$ cat config.mk
export PLATFORM = sky130hd
export DESIGN_NAME = hazard_scoreboard_flat
export DESIGN_NICKNAME = d
export VERILOG_FILES = /design/src/rtl/hazard_scoreboard_if.sv /design/src/rtl/hazard_scoreboard.sv /design/src/flat_wrapper.sv
export SDC_FILE = /design/constraint.sdc
export NUM_CORES = 1
export LEC_CHECK = 0
export ABC_CLOCK_PERIOD_IN_PS = 2300
export CAP_MARGIN = 20
export CELL_PAD_IN_SITES_DETAIL_PLACEMENT = 0
export CELL_PAD_IN_SITES_GLOBAL_PLACEMENT = 1
export CORE_MARGIN = 3
export CORE_UTILIZATION = 38
export DETAILED_ROUTE_END_ITERATION = 8
export PLACE_DENSITY = 0.83
export SYNTH_ARGS = -nofsm -noshare
export SYNTH_HDL_FRONTEND = slang
export SYNTH_SLANG_ARGS = --single-unit
export TNS_END_PERCENT = 50
$ cat constraint.sdc
create_clock -name clk_i -period 2.3 [get_ports clk_i]
set_input_delay 0.46 -clock clk_i [delete_from_list [all_inputs] [get_ports clk_i]]
set_output_delay 0.46 -clock clk_i [all_outputs]
set_load 0.1 [all_outputs]
$ cat src/rtl/hazard_scoreboard_if.sv
// Decode-stage hazard interface: ID instruction fields in, stall/issue/write-back controls out.
interface hazard_scoreboard_if #(
  parameter int unsigned CNT_W = 16
);
  logic             id_valid_i;
  logic [4:0]       id_rs1_i;
  logic [4:0]       id_rs2_i;
  logic             id_rs1_used_i;
  logic             id_rs2_used_i;
  logic [4:0]       id_rd_i;
  logic             id_we_i;
  logic             flush_i;

  logic             stall_o;
  logic             pc_we_o;
  logic             ifid_we_o;
  logic             idex_bubble_o;
  logic             rf_we_o;
  logic [4:0]       rf_wr_o;
  logic [CNT_W-1:0] stall_cnt_o;

  modport master (
    output id_valid_i, id_rs1_i, id_rs2_i, id_rs1_used_i, id_rs2_used_i,
           id_rd_i, id_we_i, flush_i,
    input  stall_o, pc_we_o, ifid_we_o, idex_bubble_o, rf_we_o, rf_wr_o,
           stall_cnt_o
  );

  modport slave (
    input  id_valid_i, id_rs1_i, id_rs2_i, id_rs1_used_i, id_rs2_used_i,
           id_rd_i, id_we_i, flush_i,
    output stall_o, pc_we_o, ifid_we_o, idex_bubble_o, rf_we_o, rf_wr_o,
           stall_cnt_o
  );
endinterface

$ cat src/rtl/hazard_scoreboard.sv
// Stall-only RAW scoreboard for the ID stage: tracks in-flight destinations in EX..WB,
// stalls ID on a pending source, and drives the WB register-file write controls.
module hazard_scoreboard #(
  parameter int unsigned DEPTH = 3,
  parameter int unsigned CNT_W = 16
) (
  input  logic             clk_i,
  input  logic             reset_i,
  hazard_scoreboard_if.slave sb
);

  typedef struct packed {
    logic       valid;
    logic [4:0] rd;
  } slot_t;

  slot_t            slots [DEPTH];
  slot_t            slot0_next;
  logic [CNT_W-1:0] stall_cnt;
  logic             match1;
  logic             match2;
  logic             hit1;
  logic             hit2;
  logic             raw;
  logic             stall;

  // Register-number match against every in-flight slot, WB included.
  always_comb begin
    match1 = 1'b0;
    match2 = 1'b0;
    for (int unsigned i = 0; i < DEPTH; i++) begin
      if (slots[i].valid && (slots[i].rd == sb.id_rs1_i)) match1 = 1'b1;
      if (slots[i].valid && (slots[i].rd == sb.id_rs2_i)) match2 = 1'b1;
    end
  end

  assign hit1  = match1 & sb.id_rs1_used_i & (sb.id_rs1_i != 5'd0);
  assign hit2  = match2 & sb.id_rs2_used_i & (sb.id_rs2_i != 5'd0);
  assign raw   = sb.id_valid_i & (hit1 | hit2);
  // A squashed ID instruction cannot hazard, so flush wins.
  assign stall = raw & ~sb.flush_i;

  always_comb begin
    slot0_next.valid = sb.id_valid_i & sb.id_we_i & (sb.id_rd_i != 5'd0) &
                       ~stall & ~sb.flush_i;
    slot0_next.rd    = slot0_next.valid ? sb.id_rd_i : 5'd0;
  end

  // Slots advance one stage per cycle; stalled/flushed cycles insert a bubble.
  always_ff @(posedge clk_i or posedge reset_i) begin
    if (reset_i) begin
      for (int unsigned i = 0; i < DEPTH; i++) slots[i] <= '0;
    end else begin
      slots[0] <= slot0_next;
      for (int unsigned i = 1; i < DEPTH; i++) slots[i] <= slots[i-1];
    end
  end

  always_ff @(posedge clk_i or posedge reset_i) begin
    if (reset_i) begin
      stall_cnt <= '0;
    end else if (stall && (stall_cnt != {CNT_W{1'b1}})) begin
      stall_cnt <= stall_cnt + CNT_W'(1);
    end
  end

  assign sb.stall_o       = stall;
  assign sb.pc_we_o       = ~stall;
  assign sb.ifid_we_o     = ~stall;
  assign sb.idex_bubble_o = stall | sb.flush_i;
  assign sb.rf_we_o       = slots[DEPTH-1].valid;
  assign sb.rf_wr_o       = slots[DEPTH-1].valid ? slots[DEPTH-1].rd : 5'd0;
  assign sb.stall_cnt_o   = stall_cnt;

endmodule

$ cat src/flat_wrapper.sv
// flat-port wrapper written by rule: the top's interface ports become plain ports
module hazard_scoreboard_flat 
#(
  parameter int unsigned DEPTH = 3,
  parameter int unsigned CNT_W = 16
)
  (clk_i, reset_i, sb_id_valid_i, sb_id_rs1_i, sb_id_rs2_i, sb_id_rs1_used_i, sb_id_rs2_used_i, sb_id_rd_i, sb_id_we_i, sb_flush_i, sb_stall_o, sb_pc_we_o, sb_ifid_we_o, sb_idex_bubble_o, sb_rf_we_o, sb_rf_wr_o, sb_stall_cnt_o);
  hazard_scoreboard_if #(.CNT_W(CNT_W)) sb_i ();
  input  logic clk_i;
  input  logic reset_i;
  input wire logic [$bits(sb_i.id_valid_i)-1:0] sb_id_valid_i;
  input wire logic [$bits(sb_i.id_rs1_i)-1:0] sb_id_rs1_i;
  input wire logic [$bits(sb_i.id_rs2_i)-1:0] sb_id_rs2_i;
  input wire logic [$bits(sb_i.id_rs1_used_i)-1:0] sb_id_rs1_used_i;
  input wire logic [$bits(sb_i.id_rs2_used_i)-1:0] sb_id_rs2_used_i;
  input wire logic [$bits(sb_i.id_rd_i)-1:0] sb_id_rd_i;
  input wire logic [$bits(sb_i.id_we_i)-1:0] sb_id_we_i;
  input wire logic [$bits(sb_i.flush_i)-1:0] sb_flush_i;
  output wire logic [$bits(sb_i.stall_o)-1:0] sb_stall_o;
  output wire logic [$bits(sb_i.pc_we_o)-1:0] sb_pc_we_o;
  output wire logic [$bits(sb_i.ifid_we_o)-1:0] sb_ifid_we_o;
  output wire logic [$bits(sb_i.idex_bubble_o)-1:0] sb_idex_bubble_o;
  output wire logic [$bits(sb_i.rf_we_o)-1:0] sb_rf_we_o;
  output wire logic [$bits(sb_i.rf_wr_o)-1:0] sb_rf_wr_o;
  output wire logic [$bits(sb_i.stall_cnt_o)-1:0] sb_stall_cnt_o;
  assign sb_i.id_valid_i = sb_id_valid_i;
  assign sb_i.id_rs1_i = sb_id_rs1_i;
  assign sb_i.id_rs2_i = sb_id_rs2_i;
  assign sb_i.id_rs1_used_i = sb_id_rs1_used_i;
  assign sb_i.id_rs2_used_i = sb_id_rs2_used_i;
  assign sb_i.id_rd_i = sb_id_rd_i;
  assign sb_i.id_we_i = sb_id_we_i;
  assign sb_i.flush_i = sb_flush_i;
  assign sb_stall_o = sb_i.stall_o;
  assign sb_pc_we_o = sb_i.pc_we_o;
  assign sb_ifid_we_o = sb_i.ifid_we_o;
  assign sb_idex_bubble_o = sb_i.idex_bubble_o;
  assign sb_rf_we_o = sb_i.rf_we_o;
  assign sb_rf_wr_o = sb_i.rf_wr_o;
  assign sb_stall_cnt_o = sb_i.stall_cnt_o;
  hazard_scoreboard #(.DEPTH(DEPTH), .CNT_W(CNT_W)) u_core (.clk_i(clk_i), .reset_i(reset_i), .sb(sb_i));
endmodule
# Word level (Yosys, flattened, before mapping)
# Cells that the tools add are included.
dict set report op_classes {
  bitwise_logic 14
  n_mul 0
  eq_ne 7
  n_mux 8
  shift 0
  n_lt_le_gt_ge 0
  n_div 0
  n_reduce_logical 10
  add_sub_neg 1
}
# op n
set ops {}
lappend ops {{$eq A5 B5 Y1} 6}
lappend ops {{$add A16 B1 Y16 const B} 1}
lappend ops {{$ne A16 B16 Y1 const B} 1}
lappend ops {{$reduce_bool A5 Y1} 3}
lappend ops {{$and A1 B1 Y1} 10}
lappend ops {{$mux W5} 2}
lappend ops {{$logic_and A1 B1 Y1} 7}
lappend ops {{$mux W1} 6}
lappend ops {{$not A1 Y1} 2}
lappend ops {{$or A1 B1 Y1} 2}
dict set report totals {
  word_cells 47
  memories 0
  output_inout_bits 26
  latchBits 0
  romBits 0
  ram_bits 0
  input_bits 22
  register_bits 34
}

# Logic depth before layout (Yosys ltp)
# Gate-level depths: netlist of the first run.
dict set report logic_depth {
  depth_word 14
  mapped_depth 7
  ltp_nobuf 7
}

# Least setup slack after synthesis of the first run
# OpenSTA, ideal clock, no wires.
dict set report synth_path {
  kind {in2out}
  startpoint {in sb_id_rs2_i[1]}
  endpoint {out sb_stall_o}
  required_ps 1840
  setup_slack_ps -3086
  path_stages 6
  path_buffers 1
  t_arrival_ps 4926
  cell_sequence {or4_1 > o21ai_2 > a31oi_4 > buf_6 > o21ai_0 > inv_1}
}
dict set report synth_via {
  elab_chain_cells 10
  word_cells_on_any_way 15
  cone_classes {eq/ne (3); mux (3); bitwise (5); reduce/logical (4)}
}
# element line_no
set synth_lines {}
lappend synth_lines {{start, declared} flat_wrapper.sv:13} ;# input wire logic [$bits(sb_i.id_rs2_i)-1:0] sb_id_rs2_i;
lappend synth_lines {{$eq A5 B5 Y1} hazard_scoreboard.sv:33} ;# if (slots[i].valid && (slots[i].rd == sb.id_rs2_i)) match2 = 1'b1;
lappend synth_lines {{$logic_and A1 B1 Y1} hazard_scoreboard.sv:33}
lappend synth_lines {{$mux W1 (3 in series)} hazard_scoreboard.sv:33}
lappend synth_lines {{$and A1 B1 Y1} hazard_scoreboard.sv:38} ;# assign hit2 = match2 & sb.id_rs2_used_i & (sb.id_rs2_i != 5'd0);
lappend synth_lines {{$and A1 B1 Y1 *} hazard_scoreboard.sv:38}
lappend synth_lines {{$or A1 B1 Y1 *} hazard_scoreboard.sv:39} ;# assign raw = sb.id_valid_i & (hit1 | hit2);
lappend synth_lines {{$and A1 B1 Y1 *} hazard_scoreboard.sv:39}
lappend synth_lines {{$and A1 B1 Y1 *} hazard_scoreboard.sv:41} ;# assign stall = raw & ~sb.flush_i;
lappend synth_lines {{end, declared} flat_wrapper.sv:19} ;# output wire logic [$bits(sb_i.stall_o)-1:0] sb_stall_o;
# Every way passes the cells marked *; elsewhere a longest branch is shown, timed or not.

# Final worst setup path of the first run
dict set report layout_path {
  startpoint {in sb_id_rs1_i[0]}
  endpoint {out sb_stall_o}
}
dict set report layout_via {
  elab_chain_cells 10
  word_cells_on_any_way 15
  cone_classes {eq/ne (3); mux (3); bitwise (5); reduce/logical (4)}
}
# element line_no
set layout_lines {}
lappend layout_lines {{start, declared} flat_wrapper.sv:12} ;# input wire logic [$bits(sb_i.id_rs1_i)-1:0] sb_id_rs1_i;
lappend layout_lines {{$eq A5 B5 Y1} hazard_scoreboard.sv:32} ;# if (slots[i].valid && (slots[i].rd == sb.id_rs1_i)) match1 = 1'b1;
lappend layout_lines {{$logic_and A1 B1 Y1} hazard_scoreboard.sv:32}
lappend layout_lines {{$mux W1 (3 in series)} hazard_scoreboard.sv:32}
lappend layout_lines {{$and A1 B1 Y1} hazard_scoreboard.sv:37} ;# assign hit1 = match1 & sb.id_rs1_used_i & (sb.id_rs1_i != 5'd0);
lappend layout_lines {{$and A1 B1 Y1 *} hazard_scoreboard.sv:37}
lappend layout_lines {{$or A1 B1 Y1 *} hazard_scoreboard.sv:39}
lappend layout_lines {{$and A1 B1 Y1 *} hazard_scoreboard.sv:39}
lappend layout_lines {{$and A1 B1 Y1 *} hazard_scoreboard.sv:41}
# Marked as above.

==> results of run 1 <==
repair_timing:
action / CTS / global route
pin swaps: 15 / 3
hold endpoints to repair: 0 / 0
gates cloned: 0 / 0
resized for setup: 37 / 1
setup buffers: 2 / 1
setup endpoints to repair: 26 / 8
layout make-up:
| class | count | share of cell area |
|---|---|---|
| repair buffers | 68 | 0.224 |
| well taps | 65 | 0.0300 |
| clock inverters | 3 | 0.0254 |
| inverters | 2 | 0.00277 |
| flip-flops and latches | 34 | 0.319 |
| multi-input cells | 119 | 0.374 |
| clock buffers | 5 | 0.0254 |
cell usage after synthesis (2+ instances only):
master / instances
sky130_fd_sc_hd__inv_1: 2
sky130_fd_sc_hd__nor2_1: 4
sky130_fd_sc_hd__and3_1: 7
sky130_fd_sc_hd__dfrtp_1: 34
sky130_fd_sc_hd__and2_1: 5
sky130_fd_sc_hd__nand2_1: 3
sky130_fd_sc_hd__or4_1: 3
sky130_fd_sc_hd__a31oi_4: 2
sky130_fd_sc_hd__nor4_1: 4
sky130_fd_sc_hd__and4_1: 5
sky130_fd_sc_hd__nor3_1: 2
sky130_fd_sc_hd__nor4_2: 2
sky130_fd_sc_hd__buf_6: 2
sky130_fd_sc_hd__o21ai_0: 2
sky130_fd_sc_hd__xnor2_1: 19
sky130_fd_sc_hd__o211ai_2: 2
sky130_fd_sc_hd__xor2_1: 24
sky130_fd_sc_hd__o21ai_2: 3
sky130_fd_sc_hd__mux2_1: 2
sky130_fd_sc_hd__nand4_1: 3
sky130_fd_sc_hd__nand3_1: 7
sky130_fd_sc_hd__o211ai_1: 10
sky130_fd_sc_hd__or2b_1: 2
power by group:
part           switching [mW]  internal [mW]
Combinational           0.115         0.0842
Clock                   0.226          0.434
Sequential             0.0157          0.611
Total                   0.357           1.13
kinds of logic (layout without fill, tap and decap cells):
logic type | Yosys count | after routing | share of synthesized area
fa+ha+maj | 1 | 1 | 0.00675
compound gates | 23 | 23 | 0.124
simple gates | 49 | 49 | 0.167
mux | 3 | 3 | 0.0202
buf+inv | 5 | 78 | 0.0202
flops | 34 | 34 | 0.459
xor+xnor | 43 | 43 | 0.203
cells in the final DEF, fill, tap and decap left out, drive strengths merged, types with 2 or more instances in the layout:
master / instances
and4: 5
and3: 7
inv: 2
nand3: 7
a31oi: 2
nand4: 3
xnor2: 19
and2: 5
clkdlybuf4s15: 5
clkdlybuf4s50: 11
buf: 51
xor2: 24
o2111ai: 2
nand2: 3
nor3: 2
dfrtp: 34
nor2: 4
o21ai: 5
or4: 3
mux2: 3
nor4: 6
clkbuf: 5
o211ai: 12
bufinv: 2
or2b: 2
metal layers:
metal | share of wire | track usage | vias to the layer above
met5 | 0 | 0 | -
met4 | 0.015 | 0.0583 | 0
met3 | 0.066 | 0.0449 | 5
met2 | 0.46 | 0.257 | 45
met1 | 0.46 | 0.249 | 732
li1 | - | - | 722
flip-flops by register name, indices dropped and copies added, names as in the netlist:
signal	cells
u_core.slots	17
u_core.sb.stall_cnt_o	16
u_core.sb.rf_we_o	1
how the worst max path moves through the flow:
| stage | depth (start not counted) | end |
|---|---|---|
| floorplan | 6 | sb_stall_o |
| global placement | 8 | sb_stall_o |
| detailed placement | 8 | sb_stall_o |
| CTS | 9 | sb_stall_o |
| global route | 8 | sb_stall_o |
| finish | 9 | sb_stall_o |
==> run summary, run 1 <==
The cell type with the highest aggregate area in the netlist is sky130_fd_sc_hd__dfrtp_1. The floorplan die height came out at 75.9 microns. The number of stages on the worst hold path came out at 0. The power per cell area is approximately 550 mW/mm^2.

The share of the Yosys chip area taken by registers is 0.459. The multi-input combinational cells in the finished layout cover a total of 0.00101 sq mm. In this run the static leakage power is around 1.2 nW.

The post-route minimum period is approximately 2.6 ns. The count of nets left with antenna violations once routing finished came out at 0. The estimated wirelength of the detail-placed design is ~3300 microns. The required time of the worst setup path is 1.84 ns. The starting utilization of the core area is 0.409. From left edge to right edge, the die measures approximately 76 microns. The worst stage delay on the critical path came out at slightly above 0.3 ns. The path class of the tightest hold or removal check is reg -> reg. The footprint of the flip-flops and latches came out at a little under 900 sq um.

The number of detailed-route iterations in the first pass is 4. The critical path startpoint category is a primary input. The setup TNS came out at -0.919 ns. The total buffers and inverters traversed by the critical path is 4. The first routing iteration left 72 violations. The via count of the first global-routing pass came out at 1564. In this design, the largest share of critical-path delay is due to buffers and inverters. A synthesized cell averages 11.7 sq um.

The post-placement setup slack is -0.600 ns. The number of remaining DRC errors came out at 0. The CTS H-tree depth came out at 2.

The Yosys step of the flow raised 0 warnings. The overall die area is 0.00575 sq mm. The actual transition at the worst max-transition pin is 0.421 ns. The number of clock sinks is 34. The area growth from synthesis to layout came out at 46.2%. The diode insertion count for antenna repair came out at 0.

On the critical path, the stage with the largest delay is an instance of sky130_fd_sc_hd__nor4_1. Counting flops with a built-in enable in the synthesized netlist gives 0. The overall fraction of global-route tracks in use is 0.174. The total number of nets in the final design came out at roughly 250. The flow ran to the end, but the final reports show violations. The number of placed I/O pins came out at 48.

Clock-pin slew was measured on the worst setup and hold paths at 0.07 ns. The critical path in this run is classified as in -> out. The longest clock path from root to sink contains 2 buffers.

The setup slack of the critical path after layout came out at -0.266 ns. Synthesis produced a netlist with a net count of about 180. The largest clock skew in the final design came out at 0.0111 ns. The first-pass GRT wire length came out at 7580 microns. The signal on the critical path passes through dlygate4sd2_1 > xor2_1 > nor4_1 > nand3_1 > a31oi_4 > buf_6 > o21ai_4 > inv_2 > buf_12. The worst reg2reg path depth came out at 8. The number of cells in the design after placement came out at 285.

The area of the mapped netlist is 0.00185 sq mm. The count of standard-cell rows came out at 24. The area after detailed placement is 0.00254 sq mm. The detailed-route via count is 1504. The share of synthesized area in the top cell type comes to 0.459. The maximum number of pins on one net before global-route repair is 35.

The placeable core region came out at 0.00453 sq mm. After detailed routing, the average wire length per cell comes to 14.8 microns. For flop-to-flop paths, the worst setup slack is 0.09 ns. The ratio of routed vias to standard cells came out at roughly 5.1. Setup violations remaining at the end of the flow were counted as 4. TritonCTS built the clock tree. The total count of max-transition violations in the final report came out at 0. In the final layout, the share of cells above drive strength 1 is 0.394. Timing would allow up to ~0.39 GHz.

The number of antenna violations at the first check in global routing came to 0. The worst endpoint data arrival time came out at 2.11 ns. The relative slew slack is 0.720. The post-layout utilization of the core came out at 0.598. The final reports fail on setup timing. The maximum vdd drop is 0.262 mV. The endpoint of the worst hold path is u_core.slots[11]$_DFF_PP0_. The startpoint identified for the worst hold timing path is u_core.slots[17]$_DFF_PP0_. Once layout is complete, the cells apart from fillers number approximately 300.

The final period utilization is 1.12. Synthesis produced ~160 cells. Clock tree synthesis selected as its root buffer the cell sky130_fd_sc_hd__clkbuf_8.

After synthesis, the cell types taking the most area are sky130_fd_sc_hd__dfrtp_1 46%, sky130_fd_sc_hd__xor2_1 11%, sky130_fd_sc_hd__xnor2_1 9.0%, sky130_fd_sc_hd__o211ai_1 4.0%, sky130_fd_sc_hd__and3_1 2.4%. After detailed routing, the total wire length is ~4400 microns. In this run the worst setup path begins at sb_id_rs1_i[0]. The most used flip-flop cell after synthesis is sky130_fd_sc_hd__dfrtp_1. The total design power is 1.49 mW.

Of all flip-flops after synthesis, the portion carrying an async set or reset was 1.00. The tightest hold margin is 0.423 ns. Of all nets on the critical path, the largest fanout is 3. The distinct cell type count after synthesis is 32. The endpoint identified for the worst register-to-register timing path is u_core.sb.stall_cnt_o[12]$_DFFE_PP0P_. Setup repair after global routing could not meet its margin everywhere. After synthesis the netlist holds a flip-flop and latch count of 34. STA classifies the critical path endpoint as an output port. The worst register-to-register path begins at u_core.slots[3]$_DFF_PP0_. The layout has 375 filler cells.

The overflow left after global routing is 0. During placement, the flow inserted port buffers numbering 47. With fillers left out, the area of the finished cells amounts to 0.00271 sq mm. At the end of routability-driven placement, the weighted congestion stood at approximately 0.85. At the later pin of the worst-skew pair, clock insertion delay measures 0.29 ns.

The max capacitance violation total is 0. The total CTS buffers is 5. The total count of hold-check failures in the final report is 0. The total of hold buffers inserted after clock tree synthesis came out at 0.
No activity file was read; power rests on OpenSTA's default activity.
==> run 2: changes to the inputs <==
Settings changed: CORE_MARGIN 3 to 2.
==> run 2 against run 1 <==
Die area fell by 5.2%. First-iteration DRC count fell by 40%. Fmax grew 1.8%. Final cell count fell by 0.34%. Setup slack better by 0.047 ns. Cell area down 2.6%. Highest routed layer unchanged. The run still ends with setup timing left. Power fell by 8.2%.
==> run summary, run 2 (synthesis results as in run 1) <==
The post-layout utilization of the core came out at 0.559 (was 0.598). The final routed wire length divided by cell count is 14.0 microns (was 14.8 microns). The floorplan die height came out at 73.9 microns (was 75.9 microns). The ratio of routed vias to standard cells came to 4.97 (was 5.08). The proportion of power drawn by combinational gates came out at 0.140 (was 0.134). The number of placed I/O pins came out at 48 (unchanged). The number of clock sinks is 34 (unchanged). Outcome: finished with violations (unchanged). The final RePlAce weighted congestion came out at 0.782 (was 0.852). The area growth from synthesis to layout came to 42.4% (was 46.2%). The starting utilization of the core area came out at 0.393 (was 0.409). The number of remaining DRC errors came out at 0 (unchanged). The number of detailed-route iterations in the first pass is 4 (unchanged). The biggest fanout along the worst timing path is 4 (was 3).

The number of stages on the worst hold path is 0 (unchanged). The total CTS buffers is 5 (unchanged). The kind of capture point of the worst setup path is an output port (unchanged).

The required time of the worst setup path is 1.84 ns (about the same). The total number of nets in the final design came out at 250 (was 253). Ordered list of cells on the worst path: clkdlybuf4s15_1 > xor2_1 > nor4_1 > nand3_1 > a31oi_4 > o21ai_4 > inv_2 > buf_12 (was dlygate4sd2_1 > xor2_1 > nor4_1 > nand3_1 > a31oi_4 > buf_6 > o21ai_4 > inv_2 > buf_12). The total of hold buffers inserted after clock tree synthesis came out at 0 (unchanged).

The clock network latency to the later pin of the worst-skew pair is 0.29 ns (about the same). The TritonCTS clock tree is built (unchanged). The relative slew slack is 0.712 (was 0.720).

The iteration-0 DRC count of the detailed router came to 43 (was 72). The detailed-route via count came out at 1466 (was 1504). The overflow left after global routing is 0 (unchanged). The share of layout cells above drive strength 1 is 0.377 (was 0.394).

The total count of hold-check failures in the final report came out at 0 (unchanged). The CTS H-tree depth is 2 (unchanged). The maximum vdd drop came out at 0.355 mV (was 0.262 mV). The worst reg2reg path depth was 7 (was 8).

The number of failing setup endpoints in the final timing report came to 4 (unchanged). The die extent in x came out at 73.9 microns (was 75.9 microns). The power per cell area came out at 516 mW/mm^2 (was 548 mW/mm^2).

The number of antenna violations at the first check in global routing was 0 (unchanged). The max capacitance violation total came out at 0 (unchanged). The timing-limited maximum frequency is 0.397 GHz (was 0.390 GHz).

The share of total power in the clock network was 0.400 (was 0.445). The category of the most critical setup path was in -> out (unchanged). The deepest clock path buffer count is 2 (unchanged). The footprint of the flip-flops and latches is 865 sq um (unchanged).

The share of power burned in registers is 0.460 (was 0.422). The via count of the first global-routing pass is 1448 (was 1564). The switching part of the total came out at 0.259 (was 0.240). The setup slack of the critical path after layout came out at -0.220 ns (was -0.266 ns).

The first-pass GRT wire length is 7110 microns (was 7580 microns). The total net switching power is 0.353 mW (was 0.357 mW). The overall fraction of global-route tracks in use is 0.172 (was 0.174). Unrepaired setup endpoints after global routing: yes (unchanged).

Failing checks: setup timing (unchanged). The estimated wirelength of the detail-placed design is 3090 microns (was 3310 microns). The flip-flop count of the largest register after layout came out at 17 (unchanged). The number of nets with antenna violations after routing is 0 (unchanged). The final period utilization is 1.10 (was 1.12). The internal power component is 1.01 mW (was 1.13 mW). The worst min-delay path class was reg -> reg (unchanged). The clock transition at the register clock pins on the worst setup and hold paths after CTS came out at 0.07 ns (about the same). The diode insertion count for antenna repair came to 0 (unchanged). The setup TNS is -0.713 ns (was -0.919 ns). The worst stage delay on the critical path came out at 0.30 ns (was 0.31 ns). The count of standard-cell rows came out at 25 (was 24). The leakage power is 1.22 nW (was 1.25 nW).

The area of the multi-input gates is 1000 sq um (was 0.00101 sq mm). The worst endpoint data arrival time came out at 2.06 ns (was 2.11 ns). The post-route minimum period is 2.52 ns (was 2.57 ns).

The number of filler cells placed in the layout came out at 393 (was 375). The total count of max-transition violations in the final report came to 0 (unchanged). Commonest cells after routing, fill and taps aside: 40 x sky130_fd_sc_hd__buf_4, 24 x sky130_fd_sc_hd__xor2_1, 23 x sky130_fd_sc_hd__dfrtp_1 (unchanged). The placeable core region came out at 0.00472 sq mm (was 0.00453 sq mm).

The maximum number of pins on one net before global-route repair is 35 (unchanged). The largest clock skew in the final design is 0.00441 ns (was 0.0111 ns). The number of port buffers came out at 47 (unchanged). The actual transition at the worst max-transition pin is 0.432 ns (was 0.421 ns). The critical path startpoint category is a primary input (unchanged).

The highest-delay cell along the critical path is sky130_fd_sc_hd__a31oi_4 (was sky130_fd_sc_hd__nor4_1). The clock tree root buffer cell is sky130_fd_sc_hd__clkbuf_8 (unchanged). The overall die area is 0.00545 sq mm (was 0.00575 sq mm). The aggregate routed wire length came to 4130 microns (was 4370 microns). The largest register by flop count is u_core.slots (unchanged). The most frequent standard cell in the layout excluding fill and tap cells was sky130_fd_sc_hd__buf_4 (unchanged).
-- run 2: cell types whose count changed in the layout (fill, tap and decap cells not counted), sizes merged --
cell / before / now
bufinv: 2 / 1
buf: 51 / 46
clkinv: 1 / 2
dlygate4sd2: 1 / 2
clkbuf: 5 / 6
-- run 2: power by group through the flow --
stage | sequential [mW] | combinational [mW] | clock [mW]
finish | 0.627 | 0.191 | 0.545
global route | 0.629 | 0.206 | 0.584
CTS | 0.627 | 0.194 | 0.560
detailed placement | 0.639 | 0.197 | 0
global placement | 0.638 | 0.197 | 0
floorplan | 0.666 | 0.0741 | 0
-- run 2: area by class of cell --
class | instances | area share
clock inverters | 3 | 0.0152
multi-input cells | 119 | 0.378
well taps | 67 | 0.0317
inverters | 2 | 0.00284
flip-flops and latches | 34 | 0.327
clock buffers | 5 | 0.0261
repair buffers | 65 | 0.218
-- run 2: timing repair --
item	CTS	global route
endpoints found under the setup margin	20	6
pin swaps	13	8
setup buffers	1	0
gates resized for setup	26	3
-- run 2: path summary, 6_finish.rpt --
| check | startpoint | endpoint | slack [ns] |
|---|---|---|---|
| worst max-delay path | sb_id_rs2_i[4] | sb_stall_o | -0.22 |
| worst min-delay path | u_core.slots[17]$_DFF_PP0_ | u_core.slots[11]$_DFF_PP0_ | 0.41 |
| worst max register to register | u_core.slots[13]$_DFF_PP0_ | u_core.sb.stall_cnt_o[12]$_DFFE_PP0P_ | 0.07 |
| worst min register to register | u_core.slots[17]$_DFF_PP0_ | u_core.slots[11]$_DFF_PP0_ | 0.41 |
| max in group asynchronous | reset_i | u_core.sb.stall_cnt_o[9]$_DFFE_PP0P_ | 1.39 |
| min in group asynchronous | reset_i | u_core.slots[4]$_DFF_PP0_ | 0.57 |
-- run 2: routing by layer --
metal / up-vias / wire length (microns) / track usage
li1: 713 / - / -
met1: 712 / 2080 / 0.248
met2: 36 / 1830 / 0.253
met3: 5 / 167 / 0.0425
met4: 0 / 53 / 0.0545
met5: - / 0 / 0
-- run 2: metrics by stage --
step	setup WS [ns]	power [mW]	area (sq um)	cells	hold slack, ns
2_1_floorplan	-0.752	0.741	1900	158	0.373
3_3_place_gp	-0.607	0.835	2530	286	0.407
3_5_place_dp	-0.629	0.836	2530	286	0.407
4_1_cts	-0.239	1.38	2640	295	0.426
5_1_grt	-0.297	1.42	2640	295	0.432
6_report	-0.220	1.36	2640	295	0.413
-- run 2: worst max-delay path, delay by kind of cell --
kind / cells / cell delay (ns)
xor gates and xnor gates: 1 / 0.18
AOI/OAI and AO/OA: 2 / 0.43
buffers and inverters: 3 / 0.52
and+or+nand+nor: 2 / 0.46
